**config.mk**
```make
export PLATFORM = sky130hd
export DESIGN_NAME = seg_scan_driver
export DESIGN_NICKNAME = d
export VERILOG_FILES = /design/src/rtl/seg_pkg.sv /design/src/rtl/hex7seg.sv /design/src/rtl/seg_scan_driver.sv
export SDC_FILE = /design/constraint.sdc
export NUM_CORES = 1
export LEC_CHECK = 0
export CAP_MARGIN = 10
export CORE_MARGIN = 8
export CORE_UTILIZATION = 40
export CTS_CLUSTER_SIZE = 8
export DETAILED_ROUTE_END_ITERATION = 10
export GPL_ROUTABILITY_DRIVEN = 0
export HOLD_SLACK_MARGIN = 0.05
export PLACE_DENSITY_LB_ADDON = 0.12
export SETUP_SLACK_MARGIN = 0.3
export SLEW_MARGIN = 20
export SYNTH_ARGS = -nofsm -noshare
export SYNTH_HDL_FRONTEND = slang
export SYNTH_SLANG_ARGS = --single-unit
```
**constraint.sdc**
```tcl
create_clock -name i_clk -period 7.61 [get_ports i_clk]
set_input_delay 2.283 -clock i_clk [delete_from_list [all_inputs] [get_ports i_clk]]
set_output_delay 2.283 -clock i_clk [all_outputs]
set_load 0.01 [all_outputs]
```
**src/rtl/seg_pkg.sv**
```systemverilog
// Shared types and constants for the 8-digit multiplexed 7-segment scan driver.
package seg_pkg;

    typedef enum logic [0:0] {
        BLANK = 1'b0,
        SHOW  = 1'b1
    } state_t;

    localparam logic [7:0] SEG_OFF = 8'hFF;
    localparam logic [7:0] CS_OFF  = 8'hFF;

    // Active-low {dp,g,f,e,d,c,b,a}; entry 0 sits in the least-significant byte.
    localparam logic [15:0][7:0] SEG_LUT = {
        8'h8E, 8'h86, 8'hA1, 8'hC6, 8'h83, 8'h88, 8'h90, 8'h80,
        8'hF8, 8'h82, 8'h92, 8'h99, 8'hB0, 8'hA4, 8'hF9, 8'hC0
    };

    function automatic logic [7:0] seg_encode(input logic [3:0] nibble, input logic dp);
        logic [7:0] pat;
        pat = SEG_LUT[nibble];
        return {pat[7] & ~dp, pat[6:0]};
    endfunction

endpackage

```
**src/rtl/hex7seg.sv**
```systemverilog
// Combinational hex nibble + decimal point to active-low segment pattern.
module hex7seg
    import seg_pkg::*;
(
    input  logic [3:0] nibble,
    input  logic       dp,
    output logic [7:0] o_seg
);

    // Table lookup with the dp bit folded in.
    always_comb begin
        o_seg = SEG_OFF;
        o_seg = seg_encode(nibble, dp);
    end

endmodule

```
**src/rtl/seg_scan_driver.sv**
```systemverilog
// Time-multiplexed 8-digit 7-segment driver: slot counter, enabled-digit scan,
// blanking gap, double-buffered display data and registered active-low outputs.
module seg_scan_driver
    import seg_pkg::*;
#(
    parameter int F_CLK     = 50000000,
    parameter int F_SCAN    = 1000,
    parameter int BLANK_CYC = 500
) (
    input  logic        i_clk,
    input  logic        i_rst_n,
    input  logic [31:0] i_data,
    input  logic [7:0]  i_dp,
    input  logic [7:0]  i_en_mask,
    input  logic        i_load,
    output logic [7:0]  o_cs,
    output logic [7:0]  o_seg,
    output logic        o_frame
);

    localparam int DIV = F_CLK / F_SCAN;
    localparam int CW  = (DIV > 2) ? $clog2(DIV) : 1;
    localparam logic [CW-1:0] CNT_LAST   = CW'(DIV - 1);
    localparam logic [CW-1:0] BLANK_LAST = CW'(BLANK_CYC - 1);

    logic [CW-1:0] cnt_r;
    logic [2:0]    ptr_r;
    state_t        state_r;
    state_t        state_nxt_s;
    logic [31:0]   act_data_r;
    logic [7:0]    act_dp_r;
    logic [31:0]   pend_data_r;
    logic [7:0]    pend_dp_r;
    logic          pend_valid_r;

    logic          slot_end_s;
    logic [3:0]    ptr_plus1_s;
    logic [15:0]   dbl_mask_s;
    logic [7:0]    rot_mask_s;
    logic          hit_s;
    logic [2:0]    step_s;
    logic [3:0]    sum_s;
    logic          frame_s;
    logic [3:0]    nib_s;
    logic          dp_s;
    logic [7:0]    dec_seg_s;
    logic [7:0]    cs_nxt_s;
    logic [7:0]    seg_nxt_s;

    assign slot_end_s  = (cnt_r == CNT_LAST);
    assign ptr_plus1_s = {1'b0, ptr_r} + 4'd1;
    assign dbl_mask_s  = {i_en_mask, i_en_mask};
    // Bit j of the rotated mask is digit (ptr+1+j) mod 8, so the lowest set bit is the next digit.
    assign rot_mask_s  = 8'(dbl_mask_s >> ptr_plus1_s);

    // Priority scan: lowest set bit of the rotated mask wins.
    always_comb begin
        hit_s  = 1'b0;
        step_s = 3'd0;
        for (int j = 7; j >= 0; j--) begin
            if (rot_mask_s[j]) begin
                hit_s  = 1'b1;
                step_s = 3'(j);
            end else begin
                step_s = step_s;
            end
        end
    end

    // A carry out of the 3-bit pointer means the search wrapped past digit 7.
    assign sum_s   = {1'b0, ptr_r} + {1'b0, step_s} + 4'd1;
    assign frame_s = slot_end_s & (~hit_s | sum_s[3]);

    assign nib_s = act_data_r[{ptr_r, 2'b00} +: 4];
    assign dp_s  = act_dp_r[ptr_r];

    hex7seg u_hex7seg (
        .nibble (nib_s),
        .dp     (dp_s),
        .o_seg  (dec_seg_s)
    );

    // Slot counter and digit pointer; pointer holds when nothing is enabled.
    always_ff @(posedge i_clk or negedge i_rst_n) begin
        if (!i_rst_n) begin
            cnt_r <= '0;
            ptr_r <= 3'd0;
        end else if (slot_end_s) begin
            cnt_r <= '0;
            ptr_r <= hit_s ? sum_s[2:0] : ptr_r;
        end else begin
            cnt_r <= cnt_r + 1'b1;
            ptr_r <= ptr_r;
        end
    end

    // Double buffer: a load in the copy cycle lands in pending and stays valid.
    always_ff @(posedge i_clk or negedge i_rst_n) begin
        if (!i_rst_n) begin
            act_data_r   <= 32'h0000_0000;
            act_dp_r     <= 8'h00;
            pend_data_r  <= 32'h0000_0000;
            pend_dp_r    <= 8'h00;
            pend_valid_r <= 1'b0;
        end else begin
            if (frame_s && pend_valid_r) begin
                act_data_r <= pend_data_r;
                act_dp_r   <= pend_dp_r;
            end
            if (i_load) begin
                pend_data_r  <= i_data;
                pend_dp_r    <= i_dp;
                pend_valid_r <= 1'b1;
            end else if (frame_s) begin
                pend_valid_r <= 1'b0;
            end
        end
    end

    // Phase state register; tracks whether cnt_r is in the blank window.
    always_ff @(posedge i_clk or negedge i_rst_n) begin
        if (!i_rst_n) begin
            state_r <= BLANK;
        end else begin
            state_r <= state_nxt_s;
        end
    end

    // Next phase plus the select/segment values to register this cycle.
    always_comb begin
        state_nxt_s = state_r;
        cs_nxt_s    = CS_OFF;
        seg_nxt_s   = SEG_OFF;
        case (state_r)
            BLANK: begin
                if (cnt_r == BLANK_LAST) begin
                    state_nxt_s = SHOW;
                end else begin
                    state_nxt_s = BLANK;
                end
            end
            SHOW: begin
                if (slot_end_s) begin
                    state_nxt_s = BLANK;
                end else begin
                    state_nxt_s = SHOW;
                end
                if (i_en_mask[ptr_r]) begin
                    cs_nxt_s  = ~(8'h01 << ptr_r);
                    seg_nxt_s = dec_seg_s;
                end else begin
                    cs_nxt_s  = CS_OFF;
                    seg_nxt_s = SEG_OFF;
                end
            end
            default: begin
                state_nxt_s = BLANK;
            end
        endcase
    end

    // Registered outputs, one cycle behind cnt_r/ptr_r.
    always_ff @(posedge i_clk or negedge i_rst_n) begin
        if (!i_rst_n) begin
            o_cs    <= CS_OFF;
            o_seg   <= SEG_OFF;
            o_frame <= 1'b0;
        end else begin
            o_cs    <= cs_nxt_s;
            o_seg   <= seg_nxt_s;
            o_frame <= frame_s;
        end
    end

endmodule

```
==> results of run 1 <==
final cells by class:
type	instances	area, um2
clock buffer	19	452.9
clock inverter	13	193.9
fill	1247	7249
inverter	12	45.04
multi-input combinational	280	2750
sequential	118	2974
tap	184	230.2
timing repair buffer	71	693.2
flip-flops by register name, summed over array words and instances, names as in the netlist:
signal and flops:
act_data_r 32, pend_dp_r 8, cnt_r 16, o_cs 8
pend_valid_r 1, o_seg 8, state_r 1, ptr_r 3
act_dp_r 8, o_frame 1, pend_data_r 32
power by group through the flow:
stage	clock, mW	combinational, mW	sequential (mW)
2_1_floorplan	0	0.0418	0.667
3_3_place_gp	0	0.0850	0.672
3_5_place_dp	0	0.0869	0.673
4_1_cts	0.885	0.0873	0.662
5_1_grt	0.914	0.0955	0.664
6_report	0.865	0.0851	0.662
through the flow:
stage	instances	total power [mW]	utilization [%]	hold slack, ns
after floorplan	442	0.7090	-	0.4583
after global placement	665	0.7573	45.85	0.4693
after detailed placement	665	0.7598	45.85	0.4790
after CTS	697	1.634	50.28	0.4909
after global routing	697	1.674	50.31	0.5115
final	697	1.611	50.31	0.4875
cells in the final DEF (no fill, tap or decap), drive strengths merged, types with 11 or more instances in the layout:
master	n
mux2	87
nand2	17
nor2	22
clkbuf	19
dfstp	16
mux4	17
clkdlybuf4s50	65
inv	15
nand4	11
nand3	13
dfrtp	102
layer usage:
layer | up-vias | wire (um)
li1 | 1735 | -
met1 | 1872 | 5703
met2 | 99 | 5595
met3 | 16 | 555
met4 | 0 | 178
met5 | - | 0
cell families after synthesis:
logic type / count (synthesis) / share of synthesized area (%)
xor+xnor: 15 / 2.194
mux: 113 / 26.89
compound gates: 45 / 6.038
simple gates: 96 / 8.316
buf+inv: 44 / 4.492
flops: 118 / 49.64
fa+ha+maj: 11 / 2.424
worst min path at each step:
stage                       to  slack [ns]
2_1_floorplan  pend_data_r[22]        0.46
4_1_cts           pend_dp_r[1]        0.49
5_1_grt         pend_data_r[3]        0.51
3_3_place_gp   pend_data_r[18]        0.47
6_report          pend_dp_r[1]        0.49
3_5_place_dp   pend_data_r[26]        0.48
==> metrics, run 1 <==
critical path class in -> reg; Clock Power Share between 50% and 60%; fmax around 180 MHz; first-pass GRT wire length 20,800 um; die area 19,140 um2; FF-to-FF path depth 12; Worst Max-Slew Pin Slew between 0.9 and 1 ns; hold crit path type reg -> reg; num ports 68; Final period util between 70% and 80%; Clock transition at path regs ~0.06 ns; Min Clock Period, post-route roughly 5.7 ns; Core Area 14,590 um2; unrepaired setup endpoints after global routing no; DR pass1 iterations 4; total congestion overflow 0; Power Density approximately 220 nW/um2; Max VDD drop roughly 0.14 mV; Critical Path Max Stage Delay just over 0.6 ns; Syn-to-layout area delta 22.57%; Int Pwr between 1 and 1.5 mW; Slew Limit Fails 0; Worst setup startpoint i_en_mask[3]; top cells by area, synth dfrtp_1 (43%), mux2_4 (10%), mux2_1 (7.7%), dfstp_2 (7.0%), mux4_2 (6.0%); Post-CTS Setup Bufs 0; asr flop ratio synth 100.0%; Rel. slew slack between 30% and 40%; Fin. Hold Viols 0; main flop type after synthesis dfrtp_1; Max FO, Critical Path 40; CTS max path bufs 2; critical path capture point type flop; clk_skew between 0.006 and 0.007 ns; count leader, synth dfrtp_1; Critical Path AT about 6.0 ns; # rows 44; Reg2Reg Setup Slack about 3.4 ns; vias in the first global route 4,028; Detail Placement HPWL a little over 8000 um; dpl cell area ~6700 um2; Hold Path Stages 1; H-tree depth 4; Starting Density about two fifths; top cells by count, synth dfrtp_1 (102), mux2_1 (41), mux2_4 (41); Skew-Pair Late Insertion Delay between 0.4 and 0.5 ns; number of I/O port buffers 67; status finished clean; root buffer cell clkbuf_16; layout cells sized above 1 around a quarter; Sw Share approximately 22%; Vias ~3,700; P_leak between 3 and 4 nW; Critical path buffers and inverters 2; DRC 0; RR Startpoint ptr_r[0]; type of origin of the critical path input pin; crit path cell chain clkdlybuf4s50_1 > mux2_2 > or2_1 > nor3_1 > a31oi_1 > o2111ai_1 > ha_1 > nor2b_1 > o21ai_0 > nand2b_1 > o211ai_4 > buf_4 > mux2_4; Mapped Nets 504; part of the power in registers about two fifths; worst hold start pend_dp_r[1]; initial antenna violation count 0; library cells used by synthesis between 60 and 70; number of diodes 0; nets approximately 560; grt met2 use about a fifth; synthesized area per cell 13.55 um2; M1 GR Usage 17.17%; CTS tree done; GR peak layer met2; Max Cap Viol 0; hold buffer count at cts 0; cell accounting for the most synthesized area dfrtp_1; aggregate routed wire length between 10,000 and 15,000 um; CP Depth 13; Worst path slowest cell clkdlybuf4s50_1; clk sinks ~120; Setup WS post-layout between 1.5 and 2 ns; R2R Path End act_data_r[29]; M3 GR Usage approximately 4.5%; Setup Slack @ Placement about 1.5 ns; Seq cells post-synth 118; total negative slack 0 ns; GRT Util Overall between 10% and 20%; Post-Synthesis Cells roughly 440; CTS Buf Count 17; per-cell routed wire length approximately 17 um; Worst EP required a little under 8 ns; top-area cell type share of the netlist area 42.62%; Post-CTS Resized 0; post-synthesis sequential area ratio ~50%; final instance area between 7000 and 8000 um2; number of DRC markers in iteration 0 201; switching pwr 0.3464 mW; Ys Warns 0; EDFF count, synth 0; drt via density between 5 and 6; largest net degree at the start of global routing 64; Final ANT Viol Nets 0; Setup-failing EPs final 0; Setup crit end act_data_r[29]; critical path's top delay family buffers and inverters; die width about 140 um; Combinational Power Share roughly 5.3%; Die Y around 140 um; synthesized area ~6000 um2
Power figures use the tool's default switching activity.
==> run 2, diff against run 1 <==
==> constraint.sdc (replaced) <==
create_clock -name i_clk -period 5.2 [get_ports i_clk]
set_input_delay 1.56 -clock i_clk [delete_from_list [all_inputs] [get_ports i_clk]]
set_output_delay 1.56 -clock i_clk [all_outputs]
set_load 0.01 [all_outputs]
==> run 2 against run 1 <==
  * Via count rose by 0.75%
  * Clock-buffer cell count rose by 2
  * Utilization rose by 0.077 points
  * Critical endpoint is now act_data_r[10]
  * Largest cell class unchanged
==> metrics, run 2 (same netlist as run 1, synthesis figures left out) <==
Setup WS post-layout 0.6797 ns (was 1.919 ns); Worst path slowest cell clkdlybuf4s50_1 (unchanged); fmax around 220 MHz; num ports 68 (unchanged); P_leak 3.266 nW (was 3.246 nW); Clock transition at path regs 0.05 ns (was 0.06 ns); Sequential Area 2974 um2 (unchanged); first-pass GRT wire length 20,450 um (was 20,800 um); die area 19,140 um2 (unchanged); per-cell routed wire length 17.05 um (was 17.26 um); vias in the first global route 3,988 (was 4,028); Rel. slew slack 31.97% (was 36.92%); CTS max path bufs 2 (unchanged); worst hold margin 0.4800 ns (was 0.4875 ns); Post-CTS Setup Bufs 0 (unchanged); Post-CTS Resized 0 (unchanged); DR pass1 iterations 4 (unchanged); Worst Max-Slew Pin Slew 0.9920 ns (was 0.9199 ns); Max VDD drop 0.1643 mV (was 0.1423 mV); non-filler cells, final 701 (was 697); hold buffer count at cts 0 (unchanged); clk_skew 0.004620 ns (was 0.006073 ns); most frequent cells in the layout dfrtp_1 (101), clkdlybuf4s50_1 (65), mux2_1 (41), mux2_4 (41), nor2_1 (21) (unchanged); Max Cap Viol 0 (unchanged); Final period util 86.93%; Min Clock Period, post-route 4.520 ns; CTS tree done (unchanged); total negative slack 0 ns (unchanged); Core Area 14,590 um2 (unchanged); Max FO, Critical Path 22 (was 40); Core Util, Final 50.39% (was 50.31%); # placed instances 670 (was 665); largest net degree at the start of global routing 76 (was 64); Vias 3,750 (was 3,722); Critical Path Max Stage Delay 0.58 ns (was 0.61 ns); Die Y 138.4 um (unchanged); FF-to-FF path depth 12 (unchanged); footprint of the multi-input gates 2750 um2 (unchanged); aggregate routed wire length 11,950 um (was 12,030 um); Detail Placement HPWL 8292 um (was 8105 um); Starting Density 41.05% (unchanged); critical path capture point type flop (unchanged); Fillers 1,285 (was 1,247); Skew-Pair Late Insertion Delay 0.42 ns (about the same); number of diodes 0 (unchanged); # rows 44 (unchanged); DRC 0 (unchanged); number of I/O port buffers 67 (unchanged); clk sinks 118 (unchanged); root buffer cell clkbuf_16 (unchanged); status finished clean (unchanged); critical path class in -> reg (unchanged); die width 138.4 um (unchanged); Critical path buffers and inverters 2 (unchanged); nets 567 (was 562); layout cells sized above 1 25.73% (was 25.15%); GRT Util Overall 13.07% (was 13.27%); Fin. Hold Viols 0 (unchanged); biggest regs act_data_r: 32 flops, pend_data_r: 32 flops, cnt_r: 16 flops (unchanged); Setup Slack @ Placement 0.2701 ns (was 1.528 ns); CTS Buf Count 17 (unchanged); total congestion overflow 0 (unchanged); drt via density 5.350 (was 5.340); initial antenna violation count 0 (unchanged); Worst EP required 5.50 ns (was 7.91 ns); crit path cell chain clkdlybuf4s50_1 > mux4_2 > nor2b_1 > a211o_1 > a221oi_2 > a21o_1 > ha_1 > nor2b_1 > o21ai_0 > nand2b_1 > o211ai_4 > buf_12 > mux2_4 (was clkdlybuf4s50_1 > mux2_2 > or2_1 > nor3_1 > a31oi_1 > o2111ai_1 > ha_1 > nor2b_1 > o21ai_0 > nand2b_1 > o211ai_4 > buf_4 > mux2_4); CP Depth 13 (unchanged); type of origin of the critical path input pin (unchanged); number of DRC markers in iteration 0 228 (was 201); critical path's top delay family compound AO/OA/AOI/OAI gates (was buffers and inverters); Syn-to-layout area delta 22.75% (was 22.57%); most common cell after layout, fill and taps aside dfrtp_1 (unchanged); Hold Path Stages 1 (unchanged); Slew Limit Fails 0 (unchanged); unrepaired setup endpoints after global routing no (unchanged); Critical Path AT 4.82 ns (was 5.99 ns); Setup-failing EPs final 0 (unchanged); Critical Path Most Common Cell nor2b_1; hold crit path type reg -> reg (unchanged); Final ANT Viol Nets 0 (unchanged); H-tree depth 4 (unchanged); Power Density 304.9 nW/um2 (was 219.5 nW/um2)
==> run 2: cell type report <==
class                           count  area share, %
Timing Repair Buffer               76          10.45
Clock buffer                       21          6.536
Multi-Input combinational cell    280          37.41
Clock inverter                     10          1.396
Tap cell                          184          3.132
Sequential cell                   118          40.46
Inverter                           12         0.6128
==> run 2: path summary, 6_finish.rpt <==
check	endpoint	slack (ns)	startpoint
worst max-delay path	act_data_r[10]	0.68	i_en_mask[6]
worst min-delay path	pend_data_r[18]	0.48	pend_data_r[18]
worst max register to register	act_data_r[10]	1.38	ptr_r[0]
worst min register to register	pend_data_r[18]	0.48	pend_data_r[18]
max in group asynchronous	pend_data_r[16]	3.27	i_rst_n
min in group asynchronous	cnt_r[9]	1.15	i_rst_n
==> run 2: stage by stage <==
stage	instance area, um2	power [mW]
after floorplan	5988	1.038
after global placement	6764	1.111
after detailed placement	6764	1.115
after CTS	7347	2.273
after global routing	7351	2.324
final	7351	2.241
==> run 2: power by group <==
| group | switching (mW) | internal, mW |
|---|---|---|
| clock | 0.400 | 0.745 |
| combinational | 0.0569 | 0.0702 |
| sequential | 0.0174 | 0.951 |
| total | 0.474 | 1.77 |
==> run 2: layer usage <==
layer	global-route usage (%)	part of all wire [%]	vias to the layer above
li1	-	-	1748
met3	4.623	4.9	22
met4	5.435	1.8	0
met1	16.81	48	1876
met5	0	0	-
met2	19.54	46	104
